$ cat src/rtl/logo_motion_ctrl_pkg.sv
// Shared constants for the flying-logo motion engine.
// Pure definitions; no logic, no latency.
// No flow control involved.
package logo_motion_pkg;

    localparam int DEF_H_ACTIVE = 640;
    localparam int DEF_V_ACTIVE = 480;
    localparam int DEF_OBJ_W    = 64;
    localparam int DEF_OBJ_H    = 48;

    localparam logic DIR_NEG = 1'b0;
    localparam logic DIR_POS = 1'b1;

    // Furthest legal top-left coordinate so the logo stays fully on screen.
    function automatic int span_limit(input int active, input int obj);
        return active - obj;
    endfunction

endpackage

$ cat src/rtl/logo_motion_ctrl_if.sv
// Bundle of scan-counter inputs, motion controls and logo position outputs.
// Wires only; no latency.
// No flow control; the timing generator drives continuously.
interface logo_motion_ctrl_if #(
    parameter int CNT_W  = 10,
    parameter int DIV_W  = 4,
    parameter int STEP_W = 4
);
    logic [CNT_W-1:0]  h_cnt;
    logic [CNT_W-1:0]  v_cnt;
    logic              enable;
    logic [DIV_W-1:0]  div_sel;
    logic [STEP_W-1:0] step_x;
    logic [STEP_W-1:0] step_y;

    logic [CNT_W-1:0]  x_pos;
    logic [CNT_W-1:0]  y_pos;
    logic              dir_x;
    logic              dir_y;
    logic              frame_tick;
    logic              bounce;
    logic              corner;
    logic [7:0]        speed_cnt;

    // Timing generator / controller side.
    modport master (
        output h_cnt, v_cnt, enable, div_sel, step_x, step_y,
        input  x_pos, y_pos, dir_x, dir_y, frame_tick, bounce, corner, speed_cnt
    );

    // Motion engine side.
    modport slave (
        input  h_cnt, v_cnt, enable, div_sel, step_x, step_y,
        output x_pos, y_pos, dir_x, dir_y, frame_tick, bounce, corner, speed_cnt
    );
endinterface

$ cat src/rtl/logo_motion_ctrl_axis_bounce.sv
// One motion axis: position/direction registers with clamp-and-reflect at 0 and LIMIT.
// Position, direction and bounce update one cycle after move_i.
// No backpressure; a move strobe is always accepted.
module axis_bounce
    import logo_motion_pkg::*;
#(
    parameter int CNT_W  = 10,
    parameter int STEP_W = 4,
    parameter int LIMIT  = 576
) (
    input  logic              clk_i,
    input  logic              rst_i,
    input  logic              move_i,
    input  logic [STEP_W-1:0] step_i,
    output logic [CNT_W-1:0]  pos_o,
    output logic              dir_o,
    output logic              bounce_o
);
    // One extra bit so pos + step can never wrap before the limit compare.
    localparam int EW = CNT_W + 1;
    localparam logic [EW-1:0] LIMIT_E = EW'(LIMIT);

    logic [CNT_W-1:0] pos_q, pos_d;
    logic             dir_q, dir_d;
    logic             bounce_q, bounce_d;
    logic [EW-1:0]    pos_e, step_e, sum_e;

    // Next position: step forward, clamping to the edge and reversing on contact.
    always_comb begin
        pos_e    = {1'b0, pos_q};
        step_e   = EW'(step_i);
        sum_e    = pos_e + step_e;
        pos_d    = pos_q;
        dir_d    = dir_q;
        bounce_d = 1'b0;
        // A zero step is a true hold: no reflection even when parked on an edge.
        if (move_i && (step_i != '0)) begin
            if (dir_q == DIR_POS) begin
                if (sum_e >= LIMIT_E) begin
                    pos_d    = LIMIT_E[CNT_W-1:0];
                    dir_d    = DIR_NEG;
                    bounce_d = 1'b1;
                end else begin
                    pos_d = sum_e[CNT_W-1:0];
                end
            end else begin
                if (pos_e <= step_e) begin
                    pos_d    = '0;
                    dir_d    = DIR_POS;
                    bounce_d = 1'b1;
                end else begin
                    pos_d = CNT_W'(pos_e - step_e);
                end
            end
        end
    end

    // Axis state; bounce is recomputed every cycle so it only lasts one cycle.
    always_ff @(posedge clk_i or posedge rst_i) begin
        if (rst_i) begin
            pos_q    <= '0;
            dir_q    <= DIR_POS;
            bounce_q <= 1'b0;
        end else begin
            pos_q    <= pos_d;
            dir_q    <= dir_d;
            bounce_q <= bounce_d;
        end
    end

    assign pos_o    = pos_q;
    assign dir_o    = dir_q;
    assign bounce_o = bounce_q;

endmodule

$ cat src/rtl/logo_motion_ctrl.sv
// Per-frame logo motion: vblank-start detect, frame-rate divider, two bouncing axes.
// frame_tick one cycle after the scan event; position/bounce/corner two cycles after.
// No backpressure; scan counters are consumed as they arrive.
module logo_motion_ctrl
    import logo_motion_pkg::*;
#(
    parameter int CNT_W    = 10,
    parameter int H_ACTIVE = DEF_H_ACTIVE,
    parameter int V_ACTIVE = DEF_V_ACTIVE,
    parameter int OBJ_W    = DEF_OBJ_W,
    parameter int OBJ_H    = DEF_OBJ_H,
    parameter int DIV_W    = 4,
    parameter int STEP_W   = 4
) (
    input  logic                pclk,
    input  logic                rst,
    logo_motion_ctrl_if.slave   bus
);
    localparam int X_MAX = span_limit(H_ACTIVE, OBJ_W);
    localparam int Y_MAX = span_limit(V_ACTIVE, OBJ_H);
    localparam logic [CNT_W-1:0] V_EVT = CNT_W'(V_ACTIVE);

    logic             frame_evt;
    logic             frame_tick_q;
    logic [7:0]       speed_cnt_q, speed_cnt_d;
    logic [DIV_W-1:0] div_cnt_q, div_cnt_d;
    logic             move;
    logic             bounce_x, bounce_y;
    logic [CNT_W-1:0] x_pos, y_pos;
    logic             dir_x, dir_y;

    // First pixel of the first blanking line; true for exactly one cycle per frame.
    assign frame_evt = (bus.h_cnt == '0) && (bus.v_cnt == V_EVT);

    // Divider and legacy counter next state; >= lets a lowered div_sel fire at once.
    always_comb begin
        move        = 1'b0;
        div_cnt_d   = div_cnt_q;
        speed_cnt_d = speed_cnt_q;
        if (frame_tick_q) begin
            speed_cnt_d = speed_cnt_q + 8'd1;
            if (bus.enable) begin
                if (div_cnt_q >= bus.div_sel) begin
                    move      = 1'b1;
                    div_cnt_d = '0;
                end else begin
                    div_cnt_d = div_cnt_q + 1'b1;
                end
            end
        end
    end

    // Frame tick, legacy frame counter and divider count.
    always_ff @(posedge pclk or posedge rst) begin
        if (rst) begin
            frame_tick_q <= 1'b0;
            speed_cnt_q  <= '0;
            div_cnt_q    <= '0;
        end else begin
            frame_tick_q <= frame_evt;
            speed_cnt_q  <= speed_cnt_d;
            div_cnt_q    <= div_cnt_d;
        end
    end

    axis_bounce #(
        .CNT_W  (CNT_W),
        .STEP_W (STEP_W),
        .LIMIT  (X_MAX)
    ) u_axis_x (
        .clk_i    (pclk),
        .rst_i    (rst),
        .move_i   (move),
        .step_i   (bus.step_x),
        .pos_o    (x_pos),
        .dir_o    (dir_x),
        .bounce_o (bounce_x)
    );

    axis_bounce #(
        .CNT_W  (CNT_W),
        .STEP_W (STEP_W),
        .LIMIT  (Y_MAX)
    ) u_axis_y (
        .clk_i    (pclk),
        .rst_i    (rst),
        .move_i   (move),
        .step_i   (bus.step_y),
        .pos_o    (y_pos),
        .dir_o    (dir_y),
        .bounce_o (bounce_y)
    );

    assign bus.x_pos      = x_pos;
    assign bus.y_pos      = y_pos;
    assign bus.dir_x      = dir_x;
    assign bus.dir_y      = dir_y;
    assign bus.frame_tick = frame_tick_q;
    assign bus.speed_cnt  = speed_cnt_q;
    assign bus.bounce     = bounce_x | bounce_y;
    assign bus.corner     = bounce_x & bounce_y;

endmodule

$ cat src/flat_wrapper.sv
// flat-port wrapper written by rule: the top's interface ports become plain ports
module logo_motion_ctrl_flat import logo_motion_pkg::*;
#(
    parameter int CNT_W    = 10,
    parameter int H_ACTIVE = DEF_H_ACTIVE,
    parameter int V_ACTIVE = DEF_V_ACTIVE,
    parameter int OBJ_W    = DEF_OBJ_W,
    parameter int OBJ_H    = DEF_OBJ_H,
    parameter int DIV_W    = 4,
    parameter int STEP_W   = 4
)
  (pclk, rst, bus_h_cnt, bus_v_cnt, bus_enable, bus_div_sel, bus_step_x, bus_step_y, bus_x_pos, bus_y_pos, bus_dir_x, bus_dir_y, bus_frame_tick, bus_bounce, bus_corner, bus_speed_cnt);
  logo_motion_ctrl_if #(.CNT_W(CNT_W), .DIV_W(DIV_W), .STEP_W(STEP_W)) bus_i ();
  input  logic pclk;
  input  logic rst;
  input wire logic [$bits(bus_i.h_cnt)-1:0] bus_h_cnt;
  input wire logic [$bits(bus_i.v_cnt)-1:0] bus_v_cnt;
  input wire logic [$bits(bus_i.enable)-1:0] bus_enable;
  input wire logic [$bits(bus_i.div_sel)-1:0] bus_div_sel;
  input wire logic [$bits(bus_i.step_x)-1:0] bus_step_x;
  input wire logic [$bits(bus_i.step_y)-1:0] bus_step_y;
  output wire logic [$bits(bus_i.x_pos)-1:0] bus_x_pos;
  output wire logic [$bits(bus_i.y_pos)-1:0] bus_y_pos;
  output wire logic [$bits(bus_i.dir_x)-1:0] bus_dir_x;
  output wire logic [$bits(bus_i.dir_y)-1:0] bus_dir_y;
  output wire logic [$bits(bus_i.frame_tick)-1:0] bus_frame_tick;
  output wire logic [$bits(bus_i.bounce)-1:0] bus_bounce;
  output wire logic [$bits(bus_i.corner)-1:0] bus_corner;
  output wire logic [$bits(bus_i.speed_cnt)-1:0] bus_speed_cnt;
  assign bus_i.h_cnt = bus_h_cnt;
  assign bus_i.v_cnt = bus_v_cnt;
  assign bus_i.enable = bus_enable;
  assign bus_i.div_sel = bus_div_sel;
  assign bus_i.step_x = bus_step_x;
  assign bus_i.step_y = bus_step_y;
  assign bus_x_pos = bus_i.x_pos;
  assign bus_y_pos = bus_i.y_pos;
  assign bus_dir_x = bus_i.dir_x;
  assign bus_dir_y = bus_i.dir_y;
  assign bus_frame_tick = bus_i.frame_tick;
  assign bus_bounce = bus_i.bounce;
  assign bus_corner = bus_i.corner;
  assign bus_speed_cnt = bus_i.speed_cnt;
  logo_motion_ctrl #(.CNT_W(CNT_W), .H_ACTIVE(H_ACTIVE), .V_ACTIVE(V_ACTIVE), .OBJ_W(OBJ_W), .OBJ_H(OBJ_H), .DIV_W(DIV_W), .STEP_W(STEP_W)) u_core (.pclk(pclk), .rst(rst), .bus(bus_i));
endmodule
$ cat config.mk
export PLATFORM = sky130hd
export DESIGN_NAME = logo_motion_ctrl_flat
export DESIGN_NICKNAME = d
export VERILOG_FILES = /design/src/rtl/logo_motion_ctrl_pkg.sv /design/src/rtl/logo_motion_ctrl_if.sv /design/src/rtl/logo_motion_ctrl_axis_bounce.sv /design/src/rtl/logo_motion_ctrl.sv /design/src/flat_wrapper.sv
export SDC_FILE = /design/constraint.sdc
export NUM_CORES = 1
export LEC_CHECK = 0
export ABC_AREA = 0
export CAP_MARGIN = 15
export CORE_ASPECT_RATIO = 1.75
export CORE_MARGIN = 1
export CORE_UTILIZATION = 53
export CTS_BUF_LIST = sky130_fd_sc_hd__clkbuf_8
export DETAILED_ROUTE_END_ITERATION = 16
export PLACE_DENSITY = 0.83
export RECOVER_POWER = 100
export SLEW_MARGIN = 5
export SYNTH_ARGS = -nofsm -noshare
export SYNTH_HDL_FRONTEND = slang
export SYNTH_SLANG_ARGS = --single-unit
$ cat constraint.sdc
create_clock -name pclk -period 3 [get_ports pclk]
set_clock_uncertainty 0.2 [all_clocks]
set_input_delay 0.3 -clock pclk [delete_from_list [all_inputs] [get_ports pclk]]
set_output_delay 0.3 -clock pclk [all_outputs]
set_load 0.05 [all_outputs]
==> results by group <==
Pwr
  • Leak: ~1.9 nW
  • Total power: between 0.0009 and 0.001 W
  • Maximum vdd drop: between 150 and 200 uV
  • Power per cell area: between 200 and 250 nW/um^2

Synth
  • Cells after Synth: roughly 360
  • Mapped Area: 3160 sq um
  • Sequential fraction of the synthesis area: just under 30%
  • Yosys top cell area share: between 20% and 30%
  • #FFs+latches synth: 37
  • EDFF count, synth: 0
  • Synth Warn #: 0
  • Netlist cell types: roughly 80
  • Ys async rst share: between 90% and 100%
  • Synth area leaders: dfrtp_1 (28%), ha_1 (8.7%), o21ai_0 (3.8%)
  • Synth Flop Type: dfrtp_1
  • Largest area contributor in the netlist: dfrtp_1
  • Syn nets: between 400 and 500
  • Mean post-synth cell area: 8.84 sq um

Finish
  • Commonest cells after routing, fill and taps aside: dlygate4sd3_1 (34), dfrtp_1 (34), clkdlybuf4s50_1 (32), buf_4 (26), nor2_1 (24)
  • Layout cell share with drive strength beyond 1: 14.3%
  • Nets: 502
  • Ant. Diodes: 0
  • Layout area overhead: 29.5%
  • Fin area: slightly above 4000 sq um
  • Final Non-Filler Cells: about 520

Die
  • Total I/O pin count: 68
  • Die Y: around 100 microns
  • Initial Utilization: about 56%
  • Core footprint: 5680 sq um
  • Die footprint: 6300 sq um
  • Num rows: 36
  • Chip width: between 60 and 70 microns

Placed design
  • Inst Count DP: a little over 500
  • Input/output buffers: 67
  • Worst slack, placed: -0.177 ns
  • Final HPWL DP: ~6.6 mm
  • Placer Congestion: approximately 0.94
  • Placed Area: between 3000 and 4000 sq um

STA
  • Period utilization: a little over nine tenths
  • Min Hold Slack: between 0.2 and 0.3 ns
  • Final Hold Vio Count: 0
  • Fmax: between 300 and 400 MHz
  • Worst rel slew slack: -27.9%
  • Final WS setup: 0.0759 ns
  • Setup violations, final: 0
  • Min Clock Period, post-route: about 3 ns
  • Slew Viols, Final: 38
  • Worst slew pin tran: 1.92 ns

Route
  • DR vias: ~3100
  • DRC viols: 0
  • Iter 0 DRT Violations: 170
  • Wire per inst: 16.3 microns
  • Routed vias/inst: around 6
  • TritonRoute pass-1 iters: 4
  • Routed Antenna Nets: 0
  • Final wirelength: about 8.4 mm

Setup path
  • CP Launch Type: register
  • Critical-path cell list: clkbuf_4 -> inv_1 -> ha_1 -> inv_1 -> fa_1 -> a21oi_1 -> o21bai_1 -> a21boi_1 -> nor2_1 -> or4_1 -> nand3_1 -> a22oi_1
  • Crit Path Max Fanout: 6
  • WP data required: between 2 and 3 ns
  • CP Buf/Inv Count: 3
  • Critical Path Most Common Cell: inv_1
  • Crit-path max cell delay: ~0.44 ns
  • Delay-heaviest family, CP: compound AO/OA/AOI/OAI gates
  • Crit path DAT: roughly 2.9 ns
  • Worst Setup End Kind: register
  • Setup Crit Path Kind: register to register
  • Slowest CP cell: dfrtp_2

Flow run
  • Number of max-cap violations: 1

Clocking
  • Clock Pin Slew Worst Setup and Hold Paths: around 0.070 ns
  • # H-tree levels: 2
  • Root buffer cell: clkbuf_8
  • Hold_buf cts: 0
  • Clock Tree Buf Depth: 2
  • CTS tree: built
  • Total CTS buffers: 5
  • # clock sinks: 37
  • Clk Latency, worst-skew pair: about 0.28 ns

GRT
  • GRT Overall Usage: 28.6%
  • Vias in the first global route: 3126
  • Grt total ovfl: 0
  • Largest net degree at the start of global routing: 38
  • First-pass GRT wire length: around 14 mm
  • Initial antenna violation count: 0

Min path
  • Hold WC Path Type: register to register

Run status
  • Status: complete, but fails checks
  • Failing checks: capacitance limit, slew limit
## sequential cells by signal (all words and copies together), names as in the netlist
| signal | cells |
|---|---|
| u_core.u_axis_x.bounce_o | 1 |
| u_core.u_axis_y.pos_o | 10 |
| u_core.bus.speed_cnt | 8 |
| u_core.u_axis_y.dir_o | 1 |
| u_core.div_cnt_q | 4 |
| u_core.bus.frame_tick | 1 |
| u_core.u_axis_x.pos_o | 10 |
| u_core.u_axis_y.bounce_o | 1 |
| u_core.u_axis_x.dir_o | 1 |
## where the power goes
part	internal [W]	switching [W]	total [W]
Sequential	0.000499	0.00000000480	0.000499
Combinational	0.0000768	0.0000630	0.000140
Clock	0.000179	0.000162	0.000341
Total	0.000754	0.000225	0.000979
## worst paths after layout
check                                                     startpoint                                   end  slack [ns]  cells after the start
worst min register to register   u_core.bus.speed_cnt[7]$_DFFE_PP0P_   u_core.bus.speed_cnt[7]$_DFFE_PP0P_        0.28                      1
worst max register to register  u_core.u_axis_y.pos_o[0]$_DFFE_PP0P_  u_core.u_axis_y.pos_o[5]$_DFFE_PP0P_        0.08                     12
max in group asynchronous                                        rst  u_core.u_axis_y.pos_o[0]$_DFFE_PP0P_        0.54                      3
min in group asynchronous                                        rst  u_core.u_axis_y.pos_o[5]$_DFFE_PP0P_        0.83                      3
worst min-delay path             u_core.bus.speed_cnt[7]$_DFFE_PP0P_   u_core.bus.speed_cnt[7]$_DFFE_PP0P_        0.28                      1
worst max-delay path            u_core.u_axis_y.pos_o[0]$_DFFE_PP0P_  u_core.u_axis_y.pos_o[5]$_DFFE_PP0P_        0.08                     12
## through the flow
step | TNS, ns | utilization (%)
2_1_floorplan | 0 | -
3_3_place_gp | -0.413 | 70.2
3_5_place_dp | -0.907 | 70.2
4_1_cts | 0 | 71.8
5_1_grt | -0.279 | 72.2
6_report | 0 | 72.2
## cell usage after synthesis, drive strengths merged (5+ instances only)
| cell type | count |
|---|---|
| or3 | 5 |
| xor2 | 6 |
| nor4 | 6 |
| o21ai | 26 |
| nor2b | 5 |
| o21a | 7 |
| clkbuf | 13 |
| nand3 | 6 |
| dfrtp | 35 |
| a21o | 7 |
| xnor2 | 11 |
| nand2 | 24 |
| buf | 7 |
| a21oi | 20 |
| and3 | 6 |
| ha | 22 |
| nand4 | 13 |
| nor2 | 25 |
| nor3 | 14 |
| inv | 23 |
## what timing repair did
item / in CTS / in global routing
hold endpoints to repair: 0 / 0
endpoints found under the setup margin: 0 / 4
gates resized for setup: 0 / 10
buffers inserted: 0 / 2
## layout make-up
type | instances | area (sq um)
Clock inverter | 1 | 3.75
Tap cell | 76 | 95.1
Sequential cell | 37 | 930
Multi-Input combinational cell | 278 | 2000
Fill cell | 473 | 1580
Clock buffer | 6 | 82.6
Timing Repair Buffer | 96 | 900
Inverter | 23 | 86.3
## worst reg2reg max path: stages, from the launching register on
cell and delay [ns]:
dfrtp_2 0.44, clkbuf_4 0.15, inv_1 0.05, ha_1 0.15, inv_1 0.07, fa_1 0.40
a21oi_1 0.23, o21bai_1 0.15, a21boi_1 0.22, nor2_1 0.16, or4_1 0.43, nand3_1 0.09
a22oi_1 0.08
## routing by layer
metal  share of wire, %  wire (microns)  GRT usage, %  vias up
met3                3.5             295          4.35       40
met4                4.2             354          13.1        0
met5                  0               0             0        -
met2                 57            4830          52.3      113
met1                 35            2940          29.9     1484
li1                   -               -             -     1468
## cell families (layout without fill, tap and decap cells)
family	after synthesis	after routing	share of synthesized area (%)
AND/OR/NAND/NOR	126	126	22.6
AO/OA/AOI/OAI	107	107	23.7
buffers and inverters	43	126	7.75
flip-flops	37	37	29.3
adder cells (fa/ha/maj)	26	26	11.2
XOR/XNOR	17	17	4.71
multiplexers	2	2	0.712
Note: power is estimated with default switching activity, not from simulation.
